<file path="src/rtl/dm_pkg.sv">
// Shared MEM-stage definitions: opcodes, load-type encoding and load FSM states.
// Used by dm_load_unit and load_ext; the alignment check helper serves DM_ALIGN_CHECK_EN builds.
package dm_pkg;

    localparam logic [5:0] OP_LB  = 6'b100000;
    localparam logic [5:0] OP_LH  = 6'b100001;
    localparam logic [5:0] OP_LW  = 6'b100011;
    localparam logic [5:0] OP_LBU = 6'b100100;
    localparam logic [5:0] OP_LHU = 6'b100101;
    localparam logic [5:0] OP_SB  = 6'b101000;
    localparam logic [5:0] OP_SH  = 6'b101001;
    localparam logic [5:0] OP_SW  = 6'b101011;

    localparam logic [1:0] SZ_BYTE = 2'd0;
    localparam logic [1:0] SZ_HALF = 2'd1;
    localparam logic [1:0] SZ_WORD = 2'd2;

    typedef struct packed {
        logic [1:0] size;
        logic       is_unsigned;
    } ld_type_t;

    typedef enum logic [1:0] {
        S_IDLE = 2'd0,
        S_WAIT = 2'd1,
        S_DONE = 2'd2
    } ld_state_t;

    function automatic logic is_load_op(input logic [5:0] op);
        case (op)
            OP_LB, OP_LBU, OP_LH, OP_LHU, OP_LW: return 1'b1;
            default:                            return 1'b0;
        endcase
    endfunction

    function automatic ld_type_t decode_ld_type(input logic [5:0] op);
        ld_type_t t;
        t = '{size: SZ_BYTE, is_unsigned: 1'b0};
        case (op)
            OP_LBU: t = '{size: SZ_BYTE, is_unsigned: 1'b1};
            OP_LH:  t = '{size: SZ_HALF, is_unsigned: 1'b0};
            OP_LHU: t = '{size: SZ_HALF, is_unsigned: 1'b1};
            OP_LW:  t = '{size: SZ_WORD, is_unsigned: 1'b0};
            default: t = '{size: SZ_BYTE, is_unsigned: 1'b0};
        endcase
        return t;
    endfunction

    function automatic logic is_misaligned(input ld_type_t t, input logic [1:0] a);
        return ((t.size == SZ_HALF) && a[0]) || ((t.size == SZ_WORD) && (a != 2'b00));
    endfunction

endpackage

</file>
<file path="src/rtl/dm_load_unit_load_ext.sv">
// Combinational byte/half/word selection from a little-endian read word,
// followed by sign or zero extension to 32 bits.
module load_ext
    import dm_pkg::*;
(
    input  ld_type_t    ld_type,
    input  logic [1:0]  sel,
    input  logic [31:0] word,
    output logic [31:0] result
);

    logic [7:0]  byte_v;
    logic [15:0] half_v;

    always_comb begin
        byte_v = word[7:0];
        case (sel)
            2'd0: byte_v = word[7:0];
            2'd1: byte_v = word[15:8];
            2'd2: byte_v = word[23:16];
            2'd3: byte_v = word[31:24];
            default: byte_v = word[7:0];
        endcase
        half_v = sel[1] ? word[31:16] : word[15:0];

        result = word;
        case (ld_type.size)
            SZ_BYTE: result = ld_type.is_unsigned ? {24'h0, byte_v} : {{24{byte_v[7]}}, byte_v};
            SZ_HALF: result = ld_type.is_unsigned ? {16'h0, half_v} : {{16{half_v[15]}}, half_v};
            default: result = word;
        endcase
    end

endmodule

</file>
<file path="src/rtl/dm_load_unit.sv">
// MEM-stage load control: req/ack read handshake, pipeline stall, extension and WB result register.
// Optional DM_ALIGN_CHECK_EN aborts misaligned lh/lhu/lw without issuing a request.
module dm_load_unit
    import dm_pkg::*;
#(
    parameter int unsigned MAX_WAIT = 15
) (
    input  logic        clk,
    input  logic        reset,
    input  logic [31:0] IR_M,
    input  logic [31:0] addr_M,
    output logic        rd_req,
    output logic [31:0] rd_addr,
    input  logic        rd_ack,
    input  logic [31:0] rd_data,
    output logic        stall,
    output logic [31:0] ld_data_W,
    output logic        ld_valid_W,
    output logic        ld_err
);

    localparam logic [7:0] CNT_LAST = 8'(MAX_WAIT - 1);

    ld_state_t   state;
    ld_state_t   next_state;
    logic [31:0] addr_q;
    ld_type_t    type_q;
    logic [7:0]  cnt;
    logic [31:0] buffer;
    logic        err_q;
    logic [31:0] ext_result;
    logic        load_M;
    logic        misalign_M;
    logic        cnt_last;
    logic        unused_ir_bits;

    assign load_M         = is_load_op(IR_M[31:26]);
    assign cnt_last       = (cnt == CNT_LAST);
    assign unused_ir_bits = ^IR_M[25:0];

`ifdef DM_ALIGN_CHECK_EN
    assign misalign_M = is_misaligned(decode_ld_type(IR_M[31:26]), addr_M[1:0]);
`else
    assign misalign_M = 1'b0;
`endif

    // Extraction runs on the captured type/address so IR_M may change freely during WAIT.
    load_ext u_load_ext (
        .ld_type (type_q),
        .sel     (addr_q[1:0]),
        .word    (rd_data),
        .result  (ext_result)
    );

    always_ff @(posedge clk) begin
        if (reset) begin
            state      <= S_IDLE;
            addr_q     <= 32'h0;
            type_q     <= '0;
            cnt        <= 8'h0;
            buffer     <= 32'h0;
            err_q      <= 1'b0;
            ld_data_W  <= 32'h0;
            ld_valid_W <= 1'b0;
            ld_err     <= 1'b0;
        end else begin
            state      <= next_state;
            ld_valid_W <= 1'b0;
            ld_err     <= 1'b0;
            case (state)
                S_IDLE: begin
                    if (load_M) begin
                        addr_q <= addr_M;
                        type_q <= decode_ld_type(IR_M[31:26]);
                        cnt    <= 8'h0;
                        buffer <= 32'h0;
                        err_q  <= misalign_M;
                    end
                end
                S_WAIT: begin
                    if (rd_ack) begin
                        buffer <= ext_result;
                        err_q  <= 1'b0;
                    end else if (cnt_last) begin
                        buffer <= 32'h0;
                        err_q  <= 1'b1;
                    end else begin
                        cnt <= cnt + 8'h1;
                    end
                end
                S_DONE: begin
                    ld_data_W  <= buffer;
                    ld_valid_W <= 1'b1;
                    ld_err     <= err_q;
                end
                default: ;
            endcase
        end
    end

    always_comb begin
        next_state = state;
        case (state)
            S_IDLE: if (load_M) next_state = misalign_M ? S_DONE : S_WAIT;
            S_WAIT: if (rd_ack || cnt_last) next_state = S_DONE;
            S_DONE: next_state = S_IDLE;
            default: next_state = S_IDLE;
        endcase
    end

    // Request is exactly the WAIT state, so it drops on the ack/timeout edge and on reset.
    always_comb begin
        rd_req  = (state == S_WAIT);
        rd_addr = {addr_q[31:2], 2'b00};
        stall   = load_M && (state != S_DONE);
    end

endmodule

</file>
<file path="config.mk">
export PLATFORM = sky130hd
export DESIGN_NAME = dm_load_unit
export DESIGN_NICKNAME = d
export VERILOG_FILES = /design/src/rtl/dm_pkg.sv /design/src/rtl/dm_load_unit_load_ext.sv /design/src/rtl/dm_load_unit.sv
export SDC_FILE = /design/constraint.sdc
export NUM_CORES = 1
export LEC_CHECK = 0
export BUFFER_PORTS_ARGS = -buffer_cell sky130_fd_sc_hd__buf_2
export CELL_PAD_IN_SITES_DETAIL_PLACEMENT = 1
export CELL_PAD_IN_SITES_GLOBAL_PLACEMENT = 1
export CORE_UTILIZATION = 40
export CTS_CLUSTER_SIZE = 25
export DETAILED_ROUTE_END_ITERATION = 7
export HOLD_SLACK_MARGIN = 0.02
export PLACE_DENSITY_LB_ADDON = 0.1
export SLEW_MARGIN = 15
export SYNTH_ARGS = -nofsm -noshare
export SYNTH_HDL_FRONTEND = slang
export SYNTH_HIERARCHICAL = 1
export SYNTH_SLANG_ARGS = --single-unit
</file>
<file path="constraint.sdc">
create_clock -name clk -period 4.9 [get_ports clk]
set_input_delay 0.49 -clock clk [delete_from_list [all_inputs] [get_ports clk]]
set_output_delay 0.49 -clock clk [all_outputs]
set_load 0.02 [all_outputs]
</file>
==> run summary, run 1 <==
Finish-stage setup viols -> 0
Ys Warns -> 6
Hold Startpoint -> addr_M[20]
clock network fraction of total power -> 0.419
RSZ-0062 raised after global routing -> no
post-synthesis cell type count -> 50
H-tree levels -> 3
Die Ht -> 116.3 um
clk buf depth -> 2
Reg clk slew, reported paths -> 0.08 ns
Layout Cells excl Fill -> 870
num rows -> 41
crit end category -> flop
vias -> 4602
grt ovf -> 0
Placed Instances -> 853
max_cap viols -> 0
CTS Buf Count -> 9
share of layout cells above drive strength 1 -> 0.2726
crit-path max cell delay -> 0.71 ns
leakage power -> 0.002432 uW
Synth top area share -> 0.4291
drt first pass iters -> 4
Worst Path Required -> 5.21 ns
Global Route Usage Sum -> 0.2183
commonest non-fill, non-tap cell in the layout -> nand2_1
Worst setup SP type -> flop
Clock Tree Root -> clkbuf_16
die area -> 13520 sq um
Avg WL per Cell -> 16.66 um
initial antenna violation count -> 1
Max IR drop VDD -> 0.1666 mV
post-synthesis sequential area ratio -> 0.4291
Slowest cell on crit path -> nor2b_1
Initial DRC Count -> 175
Final period util -> 0.5130
Sw Share -> 0.2484
IO buf count -> 138
synth top area cells -> dfxtp_1, nand2_1, a21oi_1, a22o_1, buf_4
die width -> 116.3 um
CTS tree -> built
Most common cell on crit path -> buf_4
first-pass GRT wire length -> 22.69 mm
Reg2Reg Depth -> 6
Max FO, Critical Path -> 28
post-detail-place hpwl -> 9.902 mm
Syn Inst Count -> 617
commonest non-fill, non-tap cells in the layout -> nand2_1, buf_2, dfxtp_1
TNS Setup -> 0 ns
final setup margin -> 2.386 ns
FILL cells -> 1572
wirelength, routed -> 14.50 mm
pin count of the biggest net entering global routing -> 86
fin. max-slew vios -> 0
initial core utilization -> 0.4124
synthesized area -> 5225 sq um
vias in the first global route -> 4555
Cell Chain, Critical Path -> buf_4 > nor2b_1 > a32oi_2 > buf_4 > o211ai_1 > a22o_1
EDFF count, synth -> 0
residual DRC count -> 0
Relative slew margins -> 0.2627
CTS sink cnt -> 112
hold buffers post-CTS -> 0
flop and latch count out of synthesis -> 112
top_reg_cell synth -> dfxtp_1
core area -> 12670 sq um
Post-CTS Setup Bufs -> 0
worst r2r src -> addr_q[1]$_SDFFE_PP0P_
total power -> 1898 uW
time the worst path needs with I/O delays and setup -> 2.514 ns
area delta synth->final -> 14.85%
fin util -> 0.4736
share of flip-flops with an asynchronous set or reset -> 0
Final GP Congestion -> 0.7889
total net switching power -> 471.6 uW
register share of total power -> 0.489
Fin. Hold Viols -> 0
clk_lat worst skew -> 0.36 ns
hold worst-path end -> addr_q[20]$_SDFFE_PP0P_
clk_skew -> 0.007118 ns
Post-DRT Antenna Nets -> 0
RR Endpoint -> buffer[18]$_SDFFE_PP0P_
WP buf/inv -> 2
Worst path top cell family by delay -> compound AO/OA/AOI/OAI gates
Final Net Count -> 793
status -> completed
dpl ws -> 2.345 ns
Avg Cell Area, Syn -> 8.468 sq um
f_max -> 397.8 MHz
Setup CP Type -> reg -> reg
Reg2Reg Setup Slack -> 2.39 ns
largest area contributor in the netlist -> dfxtp_1
# resized after CTS -> 0
DR vias/cell -> 5.290
Top-Level Pins -> 167
hold depth -> 3
power per cell area -> 316.4 nW/um^2
Worst Tran Pin Value -> 1.106 ns
Combinational Power Share -> 0.092
hold crit path type -> in -> reg
Crit path arrival time -> 2.82 ns
Pint -> 1427 uW
## routing by layer
layer  GRT usage  share of wire
met4     0.08291          0.015
met1      0.2618           0.43
met5           0              0
met3     0.05656          0.055
met2      0.3740           0.50
## layout make-up
class                   instances  area (sq um)  share of cell area
inverters                      10         37.54            0.006255
multi-input cells             412          2421              0.4035
clock buffers                  11         252.7             0.04212
well taps                     172         215.2             0.03586
clock inverters                 5         71.32             0.01188
diodes                          1         2.502           0.0004170
repair buffers                147         758.2              0.1264
flip-flops and latches        112          2242              0.3736
## tightest hold or removal path, delay by kind of cell
| family | cells | cell delay, ns |
|---|---|---|
| AOI/OAI and AO/OA | 1 | 0.05 |
| buffers and inverters | 1 | 0.09 |
| and+or+nand+nor | 1 | 0.04 |
## worst max path at each step
| stage | startpoint | to | cells past startpoint |
|---|---|---|---|
| global placement | IR_M[29] | cnt[2]$_SDFFE_PP0P_ | 5 |
| floorplan | addr_q[0]$_SDFFE_PP0P_ | buffer[11]$_SDFFE_PP0P_ | 6 |
| global route | addr_q[1]$_SDFFE_PP0P_ | buffer[31]$_SDFFE_PP0P_ | 6 |
| detailed placement | IR_M[29] | cnt[2]$_SDFFE_PP0P_ | 5 |
| CTS | addr_q[1]$_SDFFE_PP0P_ | buffer[18]$_SDFFE_PP0P_ | 6 |
| finish | addr_q[1]$_SDFFE_PP0P_ | buffer[18]$_SDFFE_PP0P_ | 6 |
## cell usage after synthesis (3+ instances only)
master	n
a211oi_1	8
a21oi_1	78
a22o_1	32
buf_1	3
buf_2	15
buf_4	33
buf_6	10
clkbuf_1	23
dfxtp_1	112
inv_1	10
mux4_2	7
nand2_1	159
nand2b_1	6
nand3_1	7
nand4_1	5
nor2_1	16
nor2b_1	19
o211ai_1	8
o211ai_2	10
o221ai_1	8
o22ai_1	8
or4_1	4
## through the flow
step	hold slack, ns	cell area, sq um
4_1_cts	0.3475	5998
3_3_place_gp	0.4390	5674
3_5_place_dp	0.4438	5674
5_1_grt	0.3540	6001
6_report	0.3634	6001
2_1_floorplan	0.4270	5229
## logic make-up (layout without fill, tap and decap cells)
kind of cell	after synthesis	count (layout)	synth area share
AND/OR/NAND/NOR	229	229	0.1923
AO/OA/AOI/OAI	168	168	0.2256
flip-flops	112	112	0.4291
buffers and inverters	94	173	0.1092
multiplexers	11	11	0.03831
adder cells (fa/ha/maj)	2	2	0.004789
other	1	3	0.0007177
## registers in the layout, summed over array words and instances (netlist names)
name	flops
ld_data_W	32
cnt	8
state	2
buffer	32
addr_q	32
ld_valid_W	1
type_q	3
ld_err	1
err_q	1
## power groups by stage
stage	registers, uW	logic (uW)	clock network, uW
after floorplan	946	124	0
after global placement	948	170	0
after detailed placement	949	175	0
after CTS	928	176	819
after global routing	929	192	855
final	927	175	796
Power figures use the tool's default switching activity.
==> run 2: changes to the inputs <==
- CORE_UTILIZATION: 40 -> 37
- clock period: 4.9 -> 2.6 ns (I/O delays scaled with it)
==> run summary, run 2 (synthesis gave the netlist of run 1 again) <==
die width -> 120.8 um (was 116.3 um)
# resized after CTS -> 0 (unchanged)
Final Net Count -> 803 (was 793)
Die Ht -> 120.8 um (was 116.3 um)
Worst setup SP type -> flop (unchanged)
Top-Level Pins -> 167 (unchanged)
Max FO, Critical Path -> 16 (was 28)
Reg2Reg Setup Slack -> 0.55 ns (was 2.39 ns)
FILL cells -> 1660 (was 1572)
hold depth -> 3 (unchanged)
Max IR drop VDD -> 0.2522 mV (was 0.1666 mV)
drt first pass iters -> 4 (unchanged)
worst r2r src -> type_q[2]$_SDFFE_PP0P_ (was addr_q[1]$_SDFFE_PP0P_)
commonest non-fill, non-tap cells in the layout -> nand2_1, buf_2, dfxtp_1 (unchanged)
Finish-stage setup viols -> 0 (unchanged)
clk buf depth -> 2 (unchanged)
core area -> 13830 sq um (was 12670 sq um)
Post-DRT Antenna Nets -> 0 (unchanged)
max_cap viols -> 0 (unchanged)
Post-CTS Setup Bufs -> 0 (unchanged)
status -> completed (unchanged)
post-route cell area -> 6092 sq um (was 6001 sq um)
Reg2Reg Depth -> 4 (was 6)
first-pass GRT wire length -> 24.15 mm (was 22.69 mm)
Worst Tran Pin Value -> 0.7580 ns (was 1.106 ns)
Avg WL per Cell -> 16.64 um (was 16.66 um)
biggest regs -> addr_q x32, buffer x32, ld_data_W x32 (unchanged)
hold buffers post-CTS -> 0 (unchanged)
leakage power -> 0.002482 uW (was 0.002432 uW)
final setup margin -> 0.5491 ns (was 2.386 ns)
f_max -> 487.6 MHz (was 397.8 MHz)
commonest non-fill, non-tap cell in the layout -> nand2_1 (unchanged)
Relative slew margins -> 0.4947 (was 0.2627)
Final GP Congestion -> 0.8396 (was 0.7889)
power per cell area -> 592.5 nW/um^2 (was 316.4 nW/um^2)
fin util -> 0.4406 (was 0.4736)
wirelength, routed -> 14.80 mm (was 14.50 mm)
vias in the first global route -> 4776 (was 4555)
Setup CP Type -> reg -> reg (unchanged)
initial core utilization -> 0.3779 (was 0.4124)
Post-DP Area -> 5759 sq um (was 5674 sq um)
H-tree levels -> 3 (unchanged)
total power -> 3610 uW (was 1898 uW)
Hold Startpoint -> addr_M[27] (was addr_M[20])
Reg clk slew, reported paths -> 0.07 ns (was 0.08 ns)
hold worst-path end -> addr_q[27]$_SDFFE_PP0P_ (was addr_q[20]$_SDFFE_PP0P_)
TNS Setup -> 0 ns (unchanged)
Final period util -> 0.7888 (was 0.5130)
post-detail-place hpwl -> 10.63 mm (was 9.902 mm)
IO buf count -> 138 (unchanged)
clk_skew -> 0.007626 ns (was 0.007118 ns)
time the worst path needs with I/O delays and setup -> 2.051 ns (was 2.514 ns)
Clock Tree Root -> clkbuf_16 (unchanged)
RSZ-0062 raised after global routing -> no (unchanged)
Worst Path Required -> 2.85 ns (was 5.21 ns)
num rows -> 43 (was 41)
area delta synth->final -> 16.59% (was 14.85%)
fin. max-slew vios -> 0 (unchanged)
pin count of the biggest net entering global routing -> 58 (was 86)
Crit path arrival time -> 2.30 ns (was 2.82 ns)
vias -> 4686 (was 4602)
Fin. Hold Viols -> 0 (unchanged)
Initial DRC Count -> 176 (was 175)
initial antenna violation count -> 2 (was 1)
CTS tree -> built (unchanged)
clk_lat worst skew -> 0.35 ns (was 0.36 ns)
CTS Buf Count -> 9 (unchanged)
grt ovf -> 0 (unchanged)
crit path from -> type_q[2]$_SDFFE_PP0P_ (was addr_q[1]$_SDFFE_PP0P_)
CTS sink cnt -> 112 (unchanged)
residual DRC count -> 0 (unchanged)
DR vias/cell -> 5.271 (was 5.290)
RR Endpoint -> buffer[31]$_SDFFE_PP0P_ (was buffer[18]$_SDFFE_PP0P_)
dpl ws -> 0.4553 ns (was 2.345 ns)
Global Route Usage Sum -> 0.2113 (was 0.2183)
die area -> 14600 sq um (was 13520 sq um)
hold crit path type -> in -> reg (unchanged)
share of layout cells above drive strength 1 -> 0.2815 (was 0.2726)
crit end category -> flop (unchanged)
run 2: changes by cell type in the layout (fill, tap and decap cells not counted), sizes merged:
cell	before	now
inv	13	12
diode	1	2
bufinv	1	2
buf	147	157
run 2: report_power, final:
| group | internal [uW] | switching (uW) |
|---|---|---|
| Sequential | 1730 | 13.6 |
| Clock | 879 | 643 |
| Combinational | 138 | 202 |
| Total | 2750 | 858 |
run 2: metrics by stage:
step                      std cells  hold slack, ns
after floorplan                 618          0.3960
after global routing            888          0.1318
after global placement          871          0.4396
after CTS                       887          0.1251
final                           889          0.1365
after detailed placement        871          0.4462
run 2: per-layer routing:
layer | track usage | part of all wire | up-vias
met2 | 0.3489 | 0.48 | 119
met4 | 0.08565 | 0.021 | 0
li1 | - | - | 2290
met5 | 0 | 0 | -
met3 | 0.04528 | 0.053 | 19
met1 | 0.2661 | 0.45 | 2258
run 2: how the worst max path moves through the flow:
stage                              endpoint  slack, ns
detailed placement       err_q$_SDFFE_PP0P_       0.46
global route        buffer[16]$_SDFFE_PP0P_       0.44
finish              buffer[31]$_SDFFE_PP0P_       0.55
global placement         err_q$_SDFFE_PP0P_       0.52
floorplan           buffer[11]$_SDFFE_PP0P_       0.80
CTS                 buffer[30]$_SDFFE_PP0P_       0.56
run 2: worst max-delay path: stages, from the launching register on:
cell,delay (ns)
dfxtp_1,0.67
or2_1,0.20
or3_1,0.61
o211ai_1,0.22
a22o_1,0.25
run 2: area by class of cell:
type	count	area (sq um)	area share
repair buffers	157	833.3	0.1368
flip-flops and latches	112	2242	0.3680
clock inverters	5	85.08	0.01397
inverters	10	37.54	0.006161
well taps	180	225.2	0.03697
clock buffers	11	242.7	0.03984
diodes	2	5.005	0.0008215
multi-input cells	412	2421	0.3974
==> run 3: changes to the inputs <==
- ABC_AREA: default -> 1
- CORE_UTILIZATION: 37 -> 36
- clock period: 2.6 -> 2.1 ns (I/O delays scaled with it)
==> run summary, run 3 <==
status -> completed (unchanged)
Setup CP Type -> reg -> reg (unchanged)
Max IR drop VDD -> 0.3652 mV (was 0.2522 mV)
FF/Latch Area -> 2242 sq um (unchanged)
core area -> 14590 sq um (was 13830 sq um)
Synth top area share -> 0.4159 (was 0.4291)
Post-DRT Antenna Nets -> 0 (unchanged)
Top-Level Pins -> 167 (unchanged)
wirelength, routed -> 15.93 mm (was 14.80 mm)
Finish-stage setup viols -> 0 (unchanged)
vias in the first global route -> 5323 (was 4776)
synth top area cells -> dfxtp_1, nand2_1, nand3_1, a21oi_1, nor2_1 (was dfxtp_1, nand2_1, a21oi_1, a22o_1, buf_4)
share of layout cells above drive strength 1 -> 0.2500 (was 0.2815)
largest area contributor in the netlist -> dfxtp_1 (unchanged)
post-synthesis cell type count -> 34 (was 50)
worst r2r src -> addr_q[1]$_SDFFE_PP0P_ (was type_q[2]$_SDFFE_PP0P_)
max_cap viols -> 0 (unchanged)
Relative slew margins -> 0.5836 (was 0.4947)
flop and latch count out of synthesis -> 112 (unchanged)
crit end category -> flop (unchanged)
vias -> 5215 (was 4686)
time the worst path needs with I/O delays and setup -> 1.754 ns (was 2.051 ns)
Ys Warns -> 6 (unchanged)
Worst setup SP type -> flop (unchanged)
# resized after CTS -> 0 (unchanged)
Avg Cell Area, Syn -> 7.198 sq um (was 8.468 sq um)
top_reg_cell synth -> dfxtp_1 (unchanged)
Reg clk slew, reported paths -> 0.07 ns (about the same)
final setup margin -> 0.3457 ns (was 0.5491 ns)
residual DRC count -> 0 (unchanged)
Max FO, Critical Path -> 24 (was 16)
CTS sink cnt -> 112 (unchanged)
Final Net Count -> 936 (was 803)
CTS tree -> built (unchanged)
total net switching power -> 1127 uW (was 858.1 uW)
dpl ws -> 0.3347 ns (was 0.4553 ns)
Crit path arrival time -> 2.05 ns (was 2.30 ns)
Combinational Power Share -> 0.105 (was 0.094)
register share of total power -> 0.499 (was 0.484)
Sw Share -> 0.2578 (was 0.2377)
clk_skew -> 0.006956 ns (was 0.007626 ns)
multi-input gate area in the final layout -> 2569 sq um (was 2421 sq um)
Avg WL per Cell -> 15.56 um (was 16.64 um)
post-detail-place hpwl -> 11.54 mm (was 10.63 mm)
commonest non-fill, non-tap cell in the layout -> nand2_1 (unchanged)
area delta synth->final -> 15.76% (was 16.59%)
Die Ht -> 124.4 um (was 120.8 um)
Pint -> 3244 uW (was 2752 uW)
Worst Path Required -> 2.39 ns (was 2.85 ns)
die width -> 124.4 um (was 120.8 um)
RSZ-0062 raised after global routing -> no (unchanged)
Syn Inst Count -> 749 (was 617)
Post-CTS Setup Bufs -> 0 (unchanged)
initial antenna violation count -> 0 (was 2)
leakage power -> 0.002852 uW (was 0.002482 uW)
clk buf depth -> 2 (unchanged)
Hold Startpoint -> addr_M[8] (was addr_M[27])
post-synthesis sequential area ratio -> 0.4159 (was 0.4291)
pin count of the biggest net entering global routing -> 56 (was 58)
Worst Tran Pin Value -> 0.6204 ns (was 0.7580 ns)
DR vias/cell -> 5.093 (was 5.271)
fin. max-slew vios -> 0 (unchanged)
drt first pass iters -> 4 (unchanged)
IO buf count -> 138 (unchanged)
TNS Setup -> 0 ns (unchanged)
die area -> 15470 sq um (was 14600 sq um)
top-count cell post-synth -> nand2_1 (unchanged)
post-route cell area -> 6241 sq um (was 6092 sq um)
crit path from -> addr_q[1]$_SDFFE_PP0P_ (was type_q[2]$_SDFFE_PP0P_)
clock network fraction of total power -> 0.396 (was 0.422)
commonest non-fill, non-tap cells in the layout -> nand2_1, buf_2, dfxtp_1 (unchanged)
grt ovf -> 0 (unchanged)
Fin. Hold Viols -> 0 (unchanged)
Post-DP Area -> 5943 sq um (was 5759 sq um)
share of flip-flops with an asynchronous set or reset -> 0 (unchanged)
CTS Buf Count -> 9 (unchanged)
FILL cells -> 1903 (was 1660)
hold buffers post-CTS -> 0 (unchanged)
ant diodes -> 0 (was 2)
Final period util -> 0.8354 (was 0.7888)
Final GP Congestion -> 0.8427 (was 0.8396)
Global Route Usage Sum -> 0.2127 (was 0.2113)
synthesized area -> 5391 sq um (was 5225 sq um)
Clock Tree Root -> clkbuf_16 (unchanged)
H-tree levels -> 3 (unchanged)
f_max -> 570.0 MHz (was 487.6 MHz)
hold crit path type -> in -> reg (unchanged)
biggest regs -> addr_q x32, buffer x32, ld_data_W x32 (unchanged)
num rows -> 44 (was 43)
power per cell area -> 700.4 nW/um^2 (was 592.5 nW/um^2)
Initial DRC Count -> 230 (was 176)
initial core utilization -> 0.3696 (was 0.3779)
clk_lat worst skew -> 0.36 ns (was 0.35 ns)
EDFF count, synth -> 0 (unchanged)
Synth top cells by count -> nand2_1, dfxtp_1, nand3_1 (was nand2_1, dfxtp_1, a21oi_1)
first-pass GRT wire length -> 26.58 mm (was 24.15 mm)
## run 3: through the flow
step                      utilization  total power, uW  std cells  hold WS (ns)
after global routing           0.4278             4577       1024        0.1158
after global placement         0.4074             2677       1008        0.4444
final                          0.4278             4371       1024        0.1208
after detailed placement       0.4074             2691       1008        0.4546
after CTS                      0.4278             4443       1024        0.1123
after floorplan                     -             2532        750        0.3026
## run 3: worst paths after layout
check                                               end  slack (ns)  depth (start not counted)
worst max-delay path            buffer[26]$_SDFFE_PP0P_        0.35                          9
worst min-delay path             addr_q[8]$_SDFFE_PP0P_        0.12                          3
worst max register to register  buffer[26]$_SDFFE_PP0P_        0.35                          9
worst min register to register  addr_q[26]$_SDFFE_PP0P_        0.46                          2
## run 3: worst max-delay path, cell delays in order, from the launching register on
cell and delay (ns):
dfxtp_1 0.38, inv_2 0.18, nand2_1 0.10, nand2_2 0.09, nand2_1 0.07, nand2_2 0.08, nand3_4 0.32, nand3_2 0.16
nand3_1 0.13, a21oi_1 0.16
## run 3: power groups by stage
| stage | Clock, uW | Sequential (uW) | Combinational (uW) |
|---|---|---|---|
| after detailed placement | 0 | 2230 | 460 |
| after global placement | 0 | 2230 | 447 |
| after global routing | 1890 | 2190 | 504 |
| final | 1730 | 2180 | 457 |
| after CTS | 1800 | 2180 | 461 |
| after floorplan | 0 | 2240 | 289 |
## run 3: kinds of logic after synthesis
| group | count (synthesis) | synth area share |
|---|---|---|
| AND/OR/NAND/NOR | 418 | 0.3595 |
| AO/OA/AOI/OAI | 113 | 0.1093 |
| flip-flops | 112 | 0.4159 |
| buffers and inverters | 102 | 0.1084 |
| adder cells (fa/ha/maj) | 2 | 0.004641 |
| XOR/XNOR | 1 | 0.001625 |
| other | 1 | 0.0006955 |
## run 3: layout make-up
cell class | count | area share
Multi-Input combinational cell | 536 | 0.4116
Sequential cell | 112 | 0.3593
Timing Repair Buffer | 153 | 0.1307
Tap cell | 184 | 0.03689
Clock buffer | 10 | 0.03669
Inverter | 23 | 0.01383
Clock inverter | 6 | 0.01103
## run 3: metal layers
metal / wire [um] / vias to the layer above / global-route usage
met5: 0 / - / 0
met4: 251 / 0 / 0.06308
met3: 706 / 18 / 0.04296
met2: 7711 / 109 / 0.3591
met1: 7261 / 2509 / 0.2719
li1: - / 2579 / -
